File: src/rtl/dm_access_if.sv
// Pipeline/memory-side bundle of the data-memory access unit. The master side is the
// environment (pipeline request plus memory response); the slave side is the unit.
interface dm_access_if #(
  parameter int DATA_W = 32,
  parameter int ADDR_W = 32
) ();
  logic                  req_valid;
  logic                  req_ready;
  logic                  req_we;
  logic [2:0]            req_ctl;
  logic [ADDR_W-1:0]     req_addr;
  logic [DATA_W-1:0]     req_wdata;
  logic                  rsp_valid;
  logic [DATA_W-1:0]     rsp_rdata;
  logic                  rsp_err;
  logic                  mem_req;
  logic                  mem_we;
  logic [ADDR_W-1:0]     mem_addr;
  logic [DATA_W/8-1:0]   mem_be;
  logic [DATA_W-1:0]     mem_wdata;
  logic                  mem_ack;
  logic [DATA_W-1:0]     mem_rdata;

  modport master (
    output req_valid, req_we, req_ctl, req_addr, req_wdata, mem_ack, mem_rdata,
    input  req_ready, rsp_valid, rsp_rdata, rsp_err,
    input  mem_req, mem_we, mem_addr, mem_be, mem_wdata
  );

  modport slave (
    input  req_valid, req_we, req_ctl, req_addr, req_wdata, mem_ack, mem_rdata,
    output req_ready, rsp_valid, rsp_rdata, rsp_err,
    output mem_req, mem_we, mem_addr, mem_be, mem_wdata
  );
endinterface

File: src/rtl/dm_access_unit.sv
// Data-memory access unit: sized little-endian loads/stores, splitting accesses that
// straddle a bus word into two beats and merging/extending the load result.
module dm_access_unit #(
  parameter int DATA_W         = 32,
  parameter int ADDR_W         = 32,
  parameter bit ALLOW_MISALIGN = 1'b1
) (
  input logic        clk,
  input logic        rst_n,
  dm_access_if.slave bus
);
  localparam int BYTES = DATA_W / 8;
  localparam int OFF_W = $clog2(BYTES);

  localparam logic [1:0] IDLE  = 2'd0;
  localparam logic [1:0] BEAT1 = 2'd1;
  localparam logic [1:0] BEAT2 = 2'd2;
  localparam logic [1:0] RESP  = 2'd3;

  logic [1:0]        state;
  logic              we_q;
  logic [2:0]        ctl_q;
  logic [OFF_W-1:0]  off_q;
  logic              split_q;
  logic [BYTES-1:0]  be_hi_q;
  logic [DATA_W-1:0] wdata_hi_q;
  logic [DATA_W-1:0] rdata_lo_q;

  logic [3:0]          sz;
  logic [OFF_W-1:0]    off;
  logic [2:0]          amask;
  logic                misalign;
  logic                split;
  logic                bad_ctl;
  logic                req_err;
  logic [2*BYTES-1:0]  ones;
  logic [2*BYTES-1:0]  be_wide;
  logic [2*DATA_W-1:0] wdata_wide;
  logic [ADDR_W-1:0]   addr_aligned;

  assign bus.req_ready = (state == IDLE);

  // Both beats' lane layout comes from one double-width shift: low half is beat 1, high half beat 2.
  always_comb begin
    sz           = 4'd1 << bus.req_ctl[2:1];
    off          = bus.req_addr[OFF_W-1:0];
    amask        = 3'(sz - 4'd1);
    misalign     = |(bus.req_addr[2:0] & amask);
    split        = (5'(off) + 5'(sz)) > 5'(BYTES);
    bad_ctl      = (bus.req_ctl == 3'd7) ||
                   ((DATA_W == 32) && (bus.req_ctl == 3'd5 || bus.req_ctl == 3'd6));
    req_err      = bad_ctl || (!ALLOW_MISALIGN && misalign);
    ones         = ((2*BYTES)'(1) << sz) - (2*BYTES)'(1);
    be_wide      = ones << off;
    wdata_wide   = {{DATA_W{1'b0}}, bus.req_wdata} << {off, 3'b000};
    addr_aligned = bus.req_addr & ~ADDR_W'(BYTES - 1);
  end

  function automatic logic [DATA_W-1:0] load_result(input logic [DATA_W-1:0] hi,
                                                    input logic [DATA_W-1:0] lo,
                                                    input logic [OFF_W-1:0]  o,
                                                    input logic [2:0]        c);
    logic [2*DATA_W-1:0] cat;
    logic [DATA_W-1:0]   raw;
    logic [DATA_W-1:0]   mask;
    logic                sgn;
    cat = {hi, lo} >> {o, 3'b000};
    raw = cat[DATA_W-1:0];
    case (c[2:1])
      2'd0:    begin mask = DATA_W'(8'hFF);         sgn = raw[7];        end
      2'd1:    begin mask = DATA_W'(16'hFFFF);      sgn = raw[15];       end
      2'd2:    begin mask = DATA_W'(32'hFFFF_FFFF); sgn = raw[31];       end
      default: begin mask = '1;                     sgn = raw[DATA_W-1]; end
    endcase
    if (c[0]) sgn = 1'b0;
    return (raw & mask) | (sgn ? ~mask : '0);
  endfunction

  always_ff @(posedge clk) begin
    if (!rst_n) begin
      state         <= IDLE;
      bus.rsp_valid <= 1'b0;
      bus.rsp_err   <= 1'b0;
      bus.rsp_rdata <= '0;
      bus.mem_req   <= 1'b0;
      bus.mem_we    <= 1'b0;
      bus.mem_addr  <= '0;
      bus.mem_be    <= '0;
      bus.mem_wdata <= '0;
      we_q          <= 1'b0;
      ctl_q         <= '0;
      off_q         <= '0;
      split_q       <= 1'b0;
      be_hi_q       <= '0;
      wdata_hi_q    <= '0;
      rdata_lo_q    <= '0;
    end else begin
      case (state)
        IDLE: if (bus.req_valid) begin
          we_q       <= bus.req_we;
          ctl_q      <= bus.req_ctl;
          off_q      <= off;
          split_q    <= split;
          be_hi_q    <= be_wide[2*BYTES-1:BYTES];
          wdata_hi_q <= wdata_wide[2*DATA_W-1:DATA_W];
          if (req_err) begin
            state         <= RESP;
            bus.rsp_valid <= 1'b1;
            bus.rsp_err   <= 1'b1;
            bus.rsp_rdata <= '0;
          end else begin
            state         <= BEAT1;
            bus.mem_req   <= 1'b1;
            bus.mem_we    <= bus.req_we;
            bus.mem_addr  <= addr_aligned;
            bus.mem_be    <= be_wide[BYTES-1:0];
            bus.mem_wdata <= wdata_wide[DATA_W-1:0];
          end
        end
        BEAT1: if (bus.mem_ack) begin
          if (split_q) begin
            // mem_req stays high so the second beat issues back-to-back
            state         <= BEAT2;
            rdata_lo_q    <= bus.mem_rdata;
            bus.mem_addr  <= bus.mem_addr + ADDR_W'(BYTES);
            bus.mem_be    <= be_hi_q;
            bus.mem_wdata <= wdata_hi_q;
          end else begin
            state         <= RESP;
            bus.mem_req   <= 1'b0;
            bus.rsp_valid <= 1'b1;
            bus.rsp_rdata <= we_q ? '0 : load_result('0, bus.mem_rdata, off_q, ctl_q);
          end
        end
        BEAT2: if (bus.mem_ack) begin
          state         <= RESP;
          bus.mem_req   <= 1'b0;
          bus.rsp_valid <= 1'b1;
          bus.rsp_rdata <= we_q ? '0 : load_result(bus.mem_rdata, rdata_lo_q, off_q, ctl_q);
        end
        default: begin
          state         <= IDLE;
          bus.rsp_valid <= 1'b0;
          bus.rsp_err   <= 1'b0;
        end
      endcase
    end
  end
endmodule

File: src/flat_wrapper.sv
// flat-port wrapper written by rule: the top's interface ports become plain ports
module dm_access_unit_flat 
#(
  parameter int DATA_W         = 32,
  parameter int ADDR_W         = 32,
  parameter bit ALLOW_MISALIGN = 1'b1
)
  (clk, rst_n, bus_req_valid, bus_req_we, bus_req_ctl, bus_req_addr, bus_req_wdata, bus_mem_ack, bus_mem_rdata, bus_req_ready, bus_rsp_valid, bus_rsp_rdata, bus_rsp_err, bus_mem_req, bus_mem_we, bus_mem_addr, bus_mem_be, bus_mem_wdata);
  dm_access_if #(.DATA_W(DATA_W), .ADDR_W(ADDR_W)) bus_i ();
  input logic clk;
  input logic rst_n;
  input wire logic [$bits(bus_i.req_valid)-1:0] bus_req_valid;
  input wire logic [$bits(bus_i.req_we)-1:0] bus_req_we;
  input wire logic [$bits(bus_i.req_ctl)-1:0] bus_req_ctl;
  input wire logic [$bits(bus_i.req_addr)-1:0] bus_req_addr;
  input wire logic [$bits(bus_i.req_wdata)-1:0] bus_req_wdata;
  input wire logic [$bits(bus_i.mem_ack)-1:0] bus_mem_ack;
  input wire logic [$bits(bus_i.mem_rdata)-1:0] bus_mem_rdata;
  output wire logic [$bits(bus_i.req_ready)-1:0] bus_req_ready;
  output wire logic [$bits(bus_i.rsp_valid)-1:0] bus_rsp_valid;
  output wire logic [$bits(bus_i.rsp_rdata)-1:0] bus_rsp_rdata;
  output wire logic [$bits(bus_i.rsp_err)-1:0] bus_rsp_err;
  output wire logic [$bits(bus_i.mem_req)-1:0] bus_mem_req;
  output wire logic [$bits(bus_i.mem_we)-1:0] bus_mem_we;
  output wire logic [$bits(bus_i.mem_addr)-1:0] bus_mem_addr;
  output wire logic [$bits(bus_i.mem_be)-1:0] bus_mem_be;
  output wire logic [$bits(bus_i.mem_wdata)-1:0] bus_mem_wdata;
  assign bus_i.req_valid = bus_req_valid;
  assign bus_i.req_we = bus_req_we;
  assign bus_i.req_ctl = bus_req_ctl;
  assign bus_i.req_addr = bus_req_addr;
  assign bus_i.req_wdata = bus_req_wdata;
  assign bus_i.mem_ack = bus_mem_ack;
  assign bus_i.mem_rdata = bus_mem_rdata;
  assign bus_req_ready = bus_i.req_ready;
  assign bus_rsp_valid = bus_i.rsp_valid;
  assign bus_rsp_rdata = bus_i.rsp_rdata;
  assign bus_rsp_err = bus_i.rsp_err;
  assign bus_mem_req = bus_i.mem_req;
  assign bus_mem_we = bus_i.mem_we;
  assign bus_mem_addr = bus_i.mem_addr;
  assign bus_mem_be = bus_i.mem_be;
  assign bus_mem_wdata = bus_i.mem_wdata;
  dm_access_unit #(.DATA_W(DATA_W), .ADDR_W(ADDR_W), .ALLOW_MISALIGN(ALLOW_MISALIGN)) u_core (.clk(clk), .rst_n(rst_n), .bus(bus_i));
endmodule
File: config.mk
export PLATFORM = sky130hd
export DESIGN_NAME = dm_access_unit_flat
export DESIGN_NICKNAME = d
export VERILOG_FILES = /design/src/rtl/dm_access_if.sv /design/src/rtl/dm_access_unit.sv /design/src/flat_wrapper.sv
export SDC_FILE = /design/constraint.sdc
export NUM_CORES = 1
export LEC_CHECK = 0
export ABC_AREA = 1
export BUFFER_PORTS_ARGS = -buffer_cell sky130_fd_sc_hd__buf_2
export CORE_MARGIN = 10
export CORE_UTILIZATION = 50
export DETAILED_ROUTE_END_ITERATION = 12
export GPL_TIMING_DRIVEN = 0
export PLACE_DENSITY = 0.76
export SLEW_MARGIN = 10
export SYNTH_ARGS = -nofsm -noshare
export SYNTH_HDL_FRONTEND = slang
export SYNTH_SLANG_ARGS = --single-unit
File: constraint.sdc
create_clock -name clk -period 2 [get_ports clk]
set_input_delay 0.4 -clock clk [delete_from_list [all_inputs] [get_ports clk]]
set_output_delay 0.4 -clock clk [all_outputs]
set_load 0.01 [all_outputs]
Yosys cells after proc, flatten, opt, wreduce, memory -nomap -nowiden
Index checks and enable logic that the tools add are counted.
{"block": "totals", "regBits": 181, "out_inout_bits": 105, "elab_cells": 126, "inputBits": 104}
{"block": "classes", "n_shift": 6, "n_eq_ne": 13, "muxes": 63, "add_sub_neg": 3, "n_reduce_logical": 16, "n_lt_le_gt_ge": 1, "bitwise": 8}
{"operator": "two-way mux 32 bit", "count": 24}
{"operator": "case mux 32 bit (2 select lines)", "count": 3}
{"operator": "case mux 32 bit (3 select lines)", "count": 1}
{"operator": "AND 32 bit", "count": 2}
{"operator": "inverter 32 bit", "count": 2}
{"operator": "bitwise OR 32 bit", "count": 2}
{"operator": "left shift 32 x 5 -> 64 bit", "count": 1}
{"operator": ">> shifter 64 x 5 -> 32 bit", "count": 1}
{"operator": "adder 32 x 3 -> 32 bit, second input constant", "count": 1}
{"operator": ">> shifter 32 x 5 -> 32 bit", "count": 1}
{"operator": "two-way mux 1 bit", "count": 20}
{"operator": "two-way mux 4 bit", "count": 4}
{"operator": "AND reduction 3 bit", "count": 4}
{"operator": "AND reduction 6 bit", "count": 2}
{"operator": "!= test 2 bit, second input constant", "count": 5}
{"operator": "AND reduction 5 bit", "count": 2}
{"operator": "== test 3 bit, second input constant", "count": 3}
{"operator": "two-way mux 2 bit", "count": 4}
{"operator": "case mux 4 bit (2 select lines)", "count": 1}
{"operator": "left shift 1 x 4 -> 8 bit, first input constant", "count": 1}
{"operator": "left shift 8 x 2 -> 8 bit", "count": 1}
{"operator": "subtractor 8 x 2 -> 8 bit, second input constant", "count": 1}
{"operator": "case mux 1 bit (2 select lines)", "count": 3}
{"operator": "case mux 1 bit (3 select lines)", "count": 2}
{"operator": "14 further kinds", "count": 19}

Depth between registers and ports, before layout
Gate-level depths: netlist of run 1.
{"block": "logic_depth", "depth_word": 13, "mapped_depth": 13, "depth_no_buf": 12}

Worst setup path after synthesis of run 1
OpenSTA, ideal clock, no wires.
{"block": "synth_path", "kind": "input port to flip-flop", "from": "input bus_req_addr[1]", "to": "register u_core.split_q", "t_arrival_ns": 1.856, "n_path_buf": 2, "cell_stages": 7, "required_time_ns": 1.866, "setup_slack_ns": 0.010, "cell_sequence": "clkbuf_1 > inv_1 > clkbuf_1 > fa_1 > or2_2 > o2111ai_1 > a31oi_1"}
{"block": "synth_via", "elab_chain_cells": 2}
{"item": "start: declaration", "line_no": "flat_wrapper.sv:15", "rtl": "input wire logic [$bits(bus_i.req_addr)-1:0] bus_req_addr;"}
{"item": "adder 2 x 4 -> 5 bit", "line_no": "dm_access_unit.sv:49", "rtl": "split = (5'(off) + 5'(sz)) > 5'(BYTES);"}
{"item": "greater-than comparator 5 x 3 -> 1 bit", "line_no": "dm_access_unit.sv:49"}
{"item": "end signal: assignment", "line_no": "dm_access_unit.sv:103", "rtl": "split_q <= split;"}
{"item": "end: declaration", "line_no": "dm_access_unit.sv:24", "rtl": "logic split_q;"}
No other way between the ends.
A chain may end at the register's enable or synchronous reset.

Worst setup path in the final report of run 1
{"block": "layout_path", "from": "register u_core.off_q[0]", "to": "register u_core.bus.rsp_rdata[12]"}
{"block": "layout_via", "elab_chain_cells": 13, "word_cells_on_any_way": 25, "classes_between": "2 x shift; 19 x mux; 4 x bitwise"}
{"item": "start: declaration", "line_no": "dm_access_unit.sv:23", "rtl": "logic [OFF_W-1:0] off_q;"}
{"item": "start signal: assignment", "line_no": "dm_access_unit.sv:92", "rtl": "off_q <= '0;"}
{"item": "start signal: assignment", "line_no": "dm_access_unit.sv:102", "rtl": "off_q <= off;"}
{"item": ">> shifter 32 x 5 -> 32 bit", "line_no": "dm_access_unit.sv:67", "rtl": "cat = {hi, lo} >> {o, 3'b000};"}
{"item": "case mux 1 bit (2 select lines)", "line_no": "dm_access_unit.sv:69", "rtl": "case (c[2:1])"}
{"item": "two-way mux 1 bit", "line_no": "dm_access_unit.sv:75", "rtl": "if (c[0]) sgn = 1'b0;"}
{"item": "two-way mux 1 bit", "line_no": "dm_access_unit.sv:121", "rtl": "if (split_q) begin"}
{"item": "two-way mux 1 bit", "line_no": "dm_access_unit.sv:120", "rtl": "BEAT1: if (bus.mem_ack) begin"}
{"item": "two-way mux 1 bit", "line_no": "dm_access_unit.sv:98", "rtl": "case (state)"}
{"item": "two-way mux 1 bit", "line_no": "dm_access_unit.sv:80", "rtl": "if (!rst_n) begin"}
{"item": "two-way mux 32 bit", "line_no": "dm_access_unit.sv:76", "rtl": "return (raw & mask) | (sgn ? ~mask : '0);"}
{"item": "bitwise OR 32 bit", "line_no": "dm_access_unit.sv:76"}
{"item": "two-way mux 32 bit", "line_no": "dm_access_unit.sv:132", "rtl": "bus.rsp_rdata <= we_q ? '0 : load_result('0, bus.mem_rdata, off_q, ctl_q);"}
{"item": "two-way mux 32 bit", "line_no": "dm_access_unit.sv:121"}
{"item": "two-way mux 32 bit", "line_no": "dm_access_unit.sv:120"}
{"item": "case mux 32 bit (3 select lines) *", "line_no": "dm_access_unit.sv:98"}
{"item": "end signal: assignment", "line_no": "dm_access_unit.sv:132"}
{"item": "end signal: assignment", "line_no": "dm_access_unit.sv:139", "rtl": "bus.rsp_rdata <= we_q ? '0 : load_result(bus.mem_rdata, rdata_lo_q, off_q, ctl_q);"}
{"item": "end: declaration", "line_no": "dm_access_if.sv:32", "rtl": "output req_ready, rsp_valid, rsp_rdata, rsp_err,"}
Every way passes the cells marked *; elsewhere a longest branch is shown, timed or not. The select of a mux whose other input is x is not followed.

==> results of run 1 <==
[timing repair]
item                                   CTS  global route
gates cloned                             1             1
endpoints found under the hold margin    0             0
pin swaps                                6             6
hold buffers                             0             0
setup buffers                           11             2
resized for setup                       59            70
setup endpoints to repair              132           137
[cell families after synthesis]
group,Yosys count,synth area share (%)
buffers and inverters,227,9.630
other,1,0.03763
and+or+nand+nor,683,28.30
muxes,12,1.205
DFF,171,34.35
adders and majority gates,9,1.205
AOI/OAI and AO/OA,449,24.83
xor gates and xnor gates,5,0.4395
[area by class of cell]
| type | count | area (um2) |
|---|---|---|
| Clock buffer | 17 | 425.4 |
| Sequential cell | 171 | 3432 |
| Tap cell | 265 | 331.6 |
| Fill cell | 1860 | 7099 |
| Timing Repair Buffer | 219 | 1184 |
| Multi-Input combinational cell | 1160 | 5771 |
| Inverter | 117 | 449.2 |
| Clock inverter | 15 | 203.9 |
| Buffer | 109 | 625.6 |
| Antenna cell | 2 | 5.005 |
[registers in the layout (all words and copies together), names as in the netlist, 2 cells and up]
register              cells
u_core.bus.mem_wdata     32
u_core.bus.rsp_rdata     32
u_core.rdata_lo_q        32
u_core.bus.mem_addr      30
u_core.wdata_hi_q        24
u_core.be_hi_q            4
u_core.bus.mem_be         4
u_core.ctl_q              3
u_core.off_q              2
u_core.state              2
[Yosys cell counts (12+ instances only)]
cell type  instances
a21oi_1          183
buf_2             16
buf_4             15
clkbuf_1          65
dfxtp_1          171
inv_1            107
mux2i_1           12
nand2_1          432
nand3_1           99
nor2_1           104
nor3_1            12
o211ai_1          18
o21ai_0          166
o22ai_1           29
[metal layers]
metal / up-vias / GRT usage, % / wire length, um
li1: 5690 / - / -
met1: 5660 / 37.87 / 17100
met4: 0 / 17.66 / 2474
met3: 172 / 7.728 / 4274
met5: - / 0 / 0
met2: 732 / 53.48 / 20500
[power groups by stage]
stage                     Combinational (uW)  Sequential [uW]  Clock (uW)
after floorplan                         4240             4830           0
after global placement                  7000             4720           0
after detailed placement                7060             4730           0
after CTS                               7620             4670        3580
after global routing                    8630             4780        3730
final                                   8080             4720        3610
[worst reg2reg max path, stage by stage (launching register included)]
cell     delay [ns]
dfxtp_1        0.33
buf_4          0.17
buf_4          0.18
o21ai_0        0.50
a21oi_1        0.13
a21oi_1        0.25
nand2_1        0.08
nand2_1        0.07
nand2_1        0.06
a21oi_2        0.10
[metrics by stage]
stage / std cells / TNS, ns
after floorplan: 1558 / 0
after global placement: 2027 / -34.33
after detailed placement: 2027 / -41.25
after CTS: 2070 / -0.001666
after global routing: 2073 / -0.06737
final: 2075 / 0
[path summary, 6_finish.rpt]
check / cells after the start / slack [ns] / end
worst max-delay path: 9 / 0.05 / u_core.bus.rsp_rdata[12]
worst min-delay path: 3 / 0.18 / u_core.bus.mem_addr[2]
worst max register to register: 9 / 0.05 / u_core.bus.rsp_rdata[12]
worst min register to register: 2 / 0.46 / u_core.bus.rsp_rdata[7]
==> reports/metrics.csv, run 1 <==
metric,value,unit
Startpoint Class,flop,
worst path cell trace,buf_4 > buf_4 > o21ai_0 > a21oi_1 > a21oi_1 > nand2_1 > nand2_1 > nand2_1 > a21oi_2,
fin nets,1908,
"Seq/Total Area, Yosys",34.35,%
Post-synth EDFFs,0,
Int Pwr,8788,uW
final setup violation count,0,
Synth Register Bits,171,
leading area contributor after synthesis,dfxtp_1,
start-to-end type of the worst setup path,flop to flop,
Ports,209,
Die Ht,161.2,um
Post-Syn Area,9966,um2
Yosys top cell area share,34.35,%
"Remaining Overflow, GRT",0,
PwrDens,1320,nW/um2
placed cell areas,11320,um2
syn_area_per_cell,6.401,um2
area grow syn2layout,24.70,%
"Core Util, Final",63.64,%
initial antenna violation count,2,
Synth cell types,50,
Num CTS Buffers,17,
Final Hold Viols,0,
dpl ws,-0.6362,ns
Power Total,16410,uW
largest net degree at the start of global routing,19,
actual slew at the worst max-slew pin,0.8428,ns
final wirelength,44350,um
Seq pwr share,28.7,%
CTS tree,yes,
via count,12250,
clock network power share,22.0,%
Synthesis Warnings,0,
initial core utilization,51.04,%
leakage,0.005414,uW
Sw Ratio,46.45,%
max-slew violations,0,
max incr delay on CP,0.50,ns
PnR worst setup slack,0.05476,ns
RR Startpoint,u_core.off_q[0],
GR Util All Layers,32.33,%
clk_skew,0.01422,ns
outcome,"finished, final reports clean",
GPL Wtd Cong,1.016,
die width,161.2,um
final hold slack,0.1840,ns
worst path bufs/invs,2,
global-route wire length before repair,66830,um
slew margin rel.,43.81,%
vias in the first global route,11900,
Root Buffer,clkbuf_16,
Max Cap Violations,0,
"commonest cells after routing, fill and taps aside","424 x nand2_1, 215 x buf_2, 178 x a21oi_1",
RSZ-0062 raised after global routing,yes,
Worst Path Max Fanout,10,
deepest clock path buffer count,2,
"slowest stage cell, crit path",o21ai_0,
Tmin final,1.945,ns
Cell Rows,51,
Comb power frac,49.3,%
IO Port Bufs,204,
Post-synth top flop,dfxtp_1,
"commonest non-fill, non-tap cell in the layout",nand2_1,
fraction of layout cells with a size suffix above 1,21.24,%
crit path DAT,2.32,ns
clk sink count,171,
"FFs w/ async S/R, synth",0,%
Detail Route Antenna Nets,0,
Worst-path clk slew,0.08,ns
Hold Crit Class,input pin to flop,
highest clock rate,0.5141,GHz
H-tree level count,4,
IR Drop Worst-Case VDD,0.8398,mV
via/cell ratio,5.906,
worst path required time,2.37,ns
Critical Path End Type,flop,
drt wl/cell,21.37,um
"top cells by area, synth","dfxtp_1 34%, nand2_1 16%, a21oi_1 9.2%",
Post-Syn Instances,1557,
later-pin clock latency in the skew report,0.45,ns
crit-path most repeated cell,nand2_1,
DRT iter0 DRCs,1320,
CP Launch Point,u_core.off_q[0],
post-DP HPWL,33550,um
residual DRC count,0,
drt first pass iters,6,
die area,25980,um2
fin crit share,97.26,%
Net Switching,7622,uW
Worst path top cell family by delay,compound AO/OA/AOI/OAI gates,
CORE AREA,19530,um2
post-route cell area,12430,um2
Min-Delay Startpoint,bus_req_addr[2],
(Power assumes the default switching activity.)
==> run 2, diff against run 1 <==
--- a/config.mk
+++ b/config.mk
@@ -18 +18,2 @@
 export SYNTH_SLANG_ARGS = --single-unit
+export TNS_END_PERCENT = 100
==> constraint.sdc (replaced) <==
create_clock -name clk -period 2 [get_ports clk]
set_input_delay 0.1 -clock clk [delete_from_list [all_inputs] [get_ports clk]]
set_output_delay 0.1 -clock clk [all_outputs]
set_load 0.01 [all_outputs]
==> run 2 against run 1 <==
Against the previous run:
- the flow now finishes with violations (hold timing, setup timing)
- flip-flop and latch count unchanged
- non-clock buffer count up 36
- clock-buffer cell count is the same
- clock power about the same
- critical path type unchanged
- first-iteration DRC count is 0.38% higher
- largest power group unchanged
- critical endpoint is now u_core.bus.rsp_rdata[3]
- wire length grew 1.0%
==> reports/metrics.csv, run 2 (synthesis results as in run 1) <==
metric,value,unit,change
worst reg-to-reg path cell count,9,,unchanged
deepest clock path buffer count,2,,unchanged
residual DRC count,0,,unchanged
Critical Path End Type,flop,,
Startpoint Class,flop,,
die area,25980,um2,unchanged
later-pin clock latency in the skew report,0.45,ns,about the same
clk_skew,0.01721,ns,+0.002996 ns
final wirelength,44800,um,+1.0%
IO Port Bufs,204,,unchanged
met2 WL,20760,um,+1.3%
fraction of layout cells with a size suffix above 1,20.77,%,-0.47 points
worst path required time,2.31,ns,-0.06 ns
outcome,"finished, violations left",,
failing checks,"hold timing, setup timing",,
post-DP HPWL,33550,um,unchanged
RSZ-0062 raised after global routing,yes,,
Fillers,1810,,-2.7%
final setup violation count,1,,+1
Detail Route Antenna Nets,0,,unchanged
highest clock rate,0.4982,GHz,-3.1%
setup TNS,-0.007301,ns,-0.007301 ns
GR Util All Layers,32.63,%,+0.30 points
wl on met1,17070,um,-0.16%
CTS tree,yes,,
initial antenna violation count,1,,-1
RR Endpoint,u_core.bus.rsp_rdata[3],,
drt wl/cell,21.23,um,-0.65%
Num CTS Buffers,17,,unchanged
area grow syn2layout,28.11,%,
PnR worst setup slack,-0.007301,ns,-0.06206 ns
met3 routed WL,4329,um,+1.3%
Max Cap Violations,0,,unchanged
CORE AREA,19530,um2,unchanged
top sig layer,met4,,
biggest regs,"u_core.bus.mem_wdata x32, u_core.bus.rsp_rdata x32, u_core.rdata_lo_q x32",,
"commonest non-fill, non-tap cell in the layout",nand2_1,,
PwrDens,1284,nW/um2,-2.7%
CP Launch Point,u_core.off_q[0],,
fin crit share,100.4,%,+3.1 points
Ports,209,,unchanged
initial core utilization,51.04,%,unchanged
largest net degree at the start of global routing,19,,unchanged
die width,161.2,um,unchanged
capture point of the worst path,u_core.bus.rsp_rdata[3],,
dpl ws,-0.4911,ns,+0.1451 ns
slew margin rel.,45.15,%,+1.3 points
drt first pass iters,6,,unchanged
clk sink count,171,,unchanged
hold path depth,3,,unchanged
final instance count without filler cells,2110,,+1.7%
crit path DAT,2.31,ns,about the same
Final Hold Viols,1,,+1
vias in the first global route,12070,,+1.4%
actual slew at the worst max-slew pin,0.8227,ns,-0.02012 ns
"Remaining Overflow, GRT",0,,unchanged
Root Buffer,clkbuf_16,,
"commonest cells after routing, fill and taps aside","425 x nand2_1, 215 x buf_2, 177 x a21oi_1",,
final hold slack,-0.005303,ns,-0.1893 ns
start-to-end type of the worst setup path,flop to flop,,
Hold Crit Class,input pin to flop,,
R2R setup slack,-0.007,ns,-0.06 ns
global-route wire length before repair,67520,um,+1.0%
Tmin final,2.007,ns,+0.06206 ns
DRT iter0 DRCs,1325,,+0.38%
via count,12380,,+1.1%
leakage,0.005544,uW,+2.4%
Die Ht,161.2,um,unchanged
Cell Rows,51,,unchanged
fin nets,1944,,+1.9%
RR Startpoint,u_core.off_q[0],,
H-tree level count,4,,unchanged
GPL Wtd Cong,1.016,,unchanged
max-slew violations,0,,unchanged
Worst-path clk slew,0.07,ns,about the same
post-placement cell count,2027,,unchanged
IR Drop Worst-Case VDD,0.8451,mV,+0.63%
Worst Path Max Fanout,10,,unchanged
via/cell ratio,5.869,,-0.62%
-- run 2: repair_timing --
| action | 4_1_cts | 5_1_grt |
|---|---|---|
| hold buffers | 37 | 0 |
| resized for setup | 59 | 68 |
| pin swaps | 6 | 5 |
| endpoints found under the hold margin | 37 | 0 |
| cloned | 1 | 0 |
| endpoints found under the setup margin | 132 | 140 |
| buffers inserted | 11 | 2 |
-- run 2: area by class of cell --
class | count | area (um2) | share of cell area [%]
Tap cell | 265 | 331.6 | 2.597
Buffer | 109 | 625.6 | 4.900
Antenna cell | 1 | 2.502 | 0.01960
Inverter | 117 | 449.2 | 3.518
Multi-Input combinational cell | 1160 | 5768 | 45.18
Clock inverter | 15 | 203.9 | 1.597
Clock buffer | 17 | 425.4 | 3.332
Timing Repair Buffer | 255 | 1529 | 11.98
Sequential cell | 171 | 3432 | 26.88
-- run 2: worst min path at each step --
stage	from	endpoint	slack, ns
floorplan	bus_req_addr[2]	u_core.bus.mem_addr[2]	0.25
global placement	bus_req_addr[2]	u_core.bus.mem_addr[2]	0.34
detailed placement	bus_req_addr[2]	u_core.bus.mem_addr[2]	0.35
CTS	bus_mem_rdata[11]	u_core.rdata_lo_q[11]	0.01
global route	bus_mem_rdata[27]	u_core.rdata_lo_q[27]	0.03
finish	bus_mem_rdata[11]	u_core.rdata_lo_q[11]	-0.005
-- run 2: per-stage QoR --
| step | util [%] | total power [uW] | instance area (um2) |
|---|---|---|---|
| floorplan | - | 9070 | 9970 |
| global placement | 57.98 | 11720 | 11320 |
| finish | 65.39 | 16400 | 12770 |
| detailed placement | 57.98 | 11790 | 11320 |
| CTS | 64.49 | 15920 | 12590 |
| global route | 65.37 | 17140 | 12760 |
-- run 2: metal layers --
metal	vias up	global-route usage, %
met2	745	54.14
li1	5765	-
met5	-	0
met1	5698	38.03
met4	0	18.40
met3	175	7.524
-- run 2: power breakdown --
group | switching, uW | total [uW] | internal (uW)
combinational | 5290 | 8080 | 2790
clock | 1680 | 3600 | 1910
sequential | 620 | 4720 | 4100
-- run 2: critical path, stage by stage (launching register included) --
cell	delay, ns
dfxtp_1	0.37
buf_4	0.19
buf_4	0.19
buf_4	0.20
mux2i_1	0.32
o22ai_1	0.12
inv_1	0.07
nor2_1	0.04
o21ai_1	0.27
a21oi_1	0.11
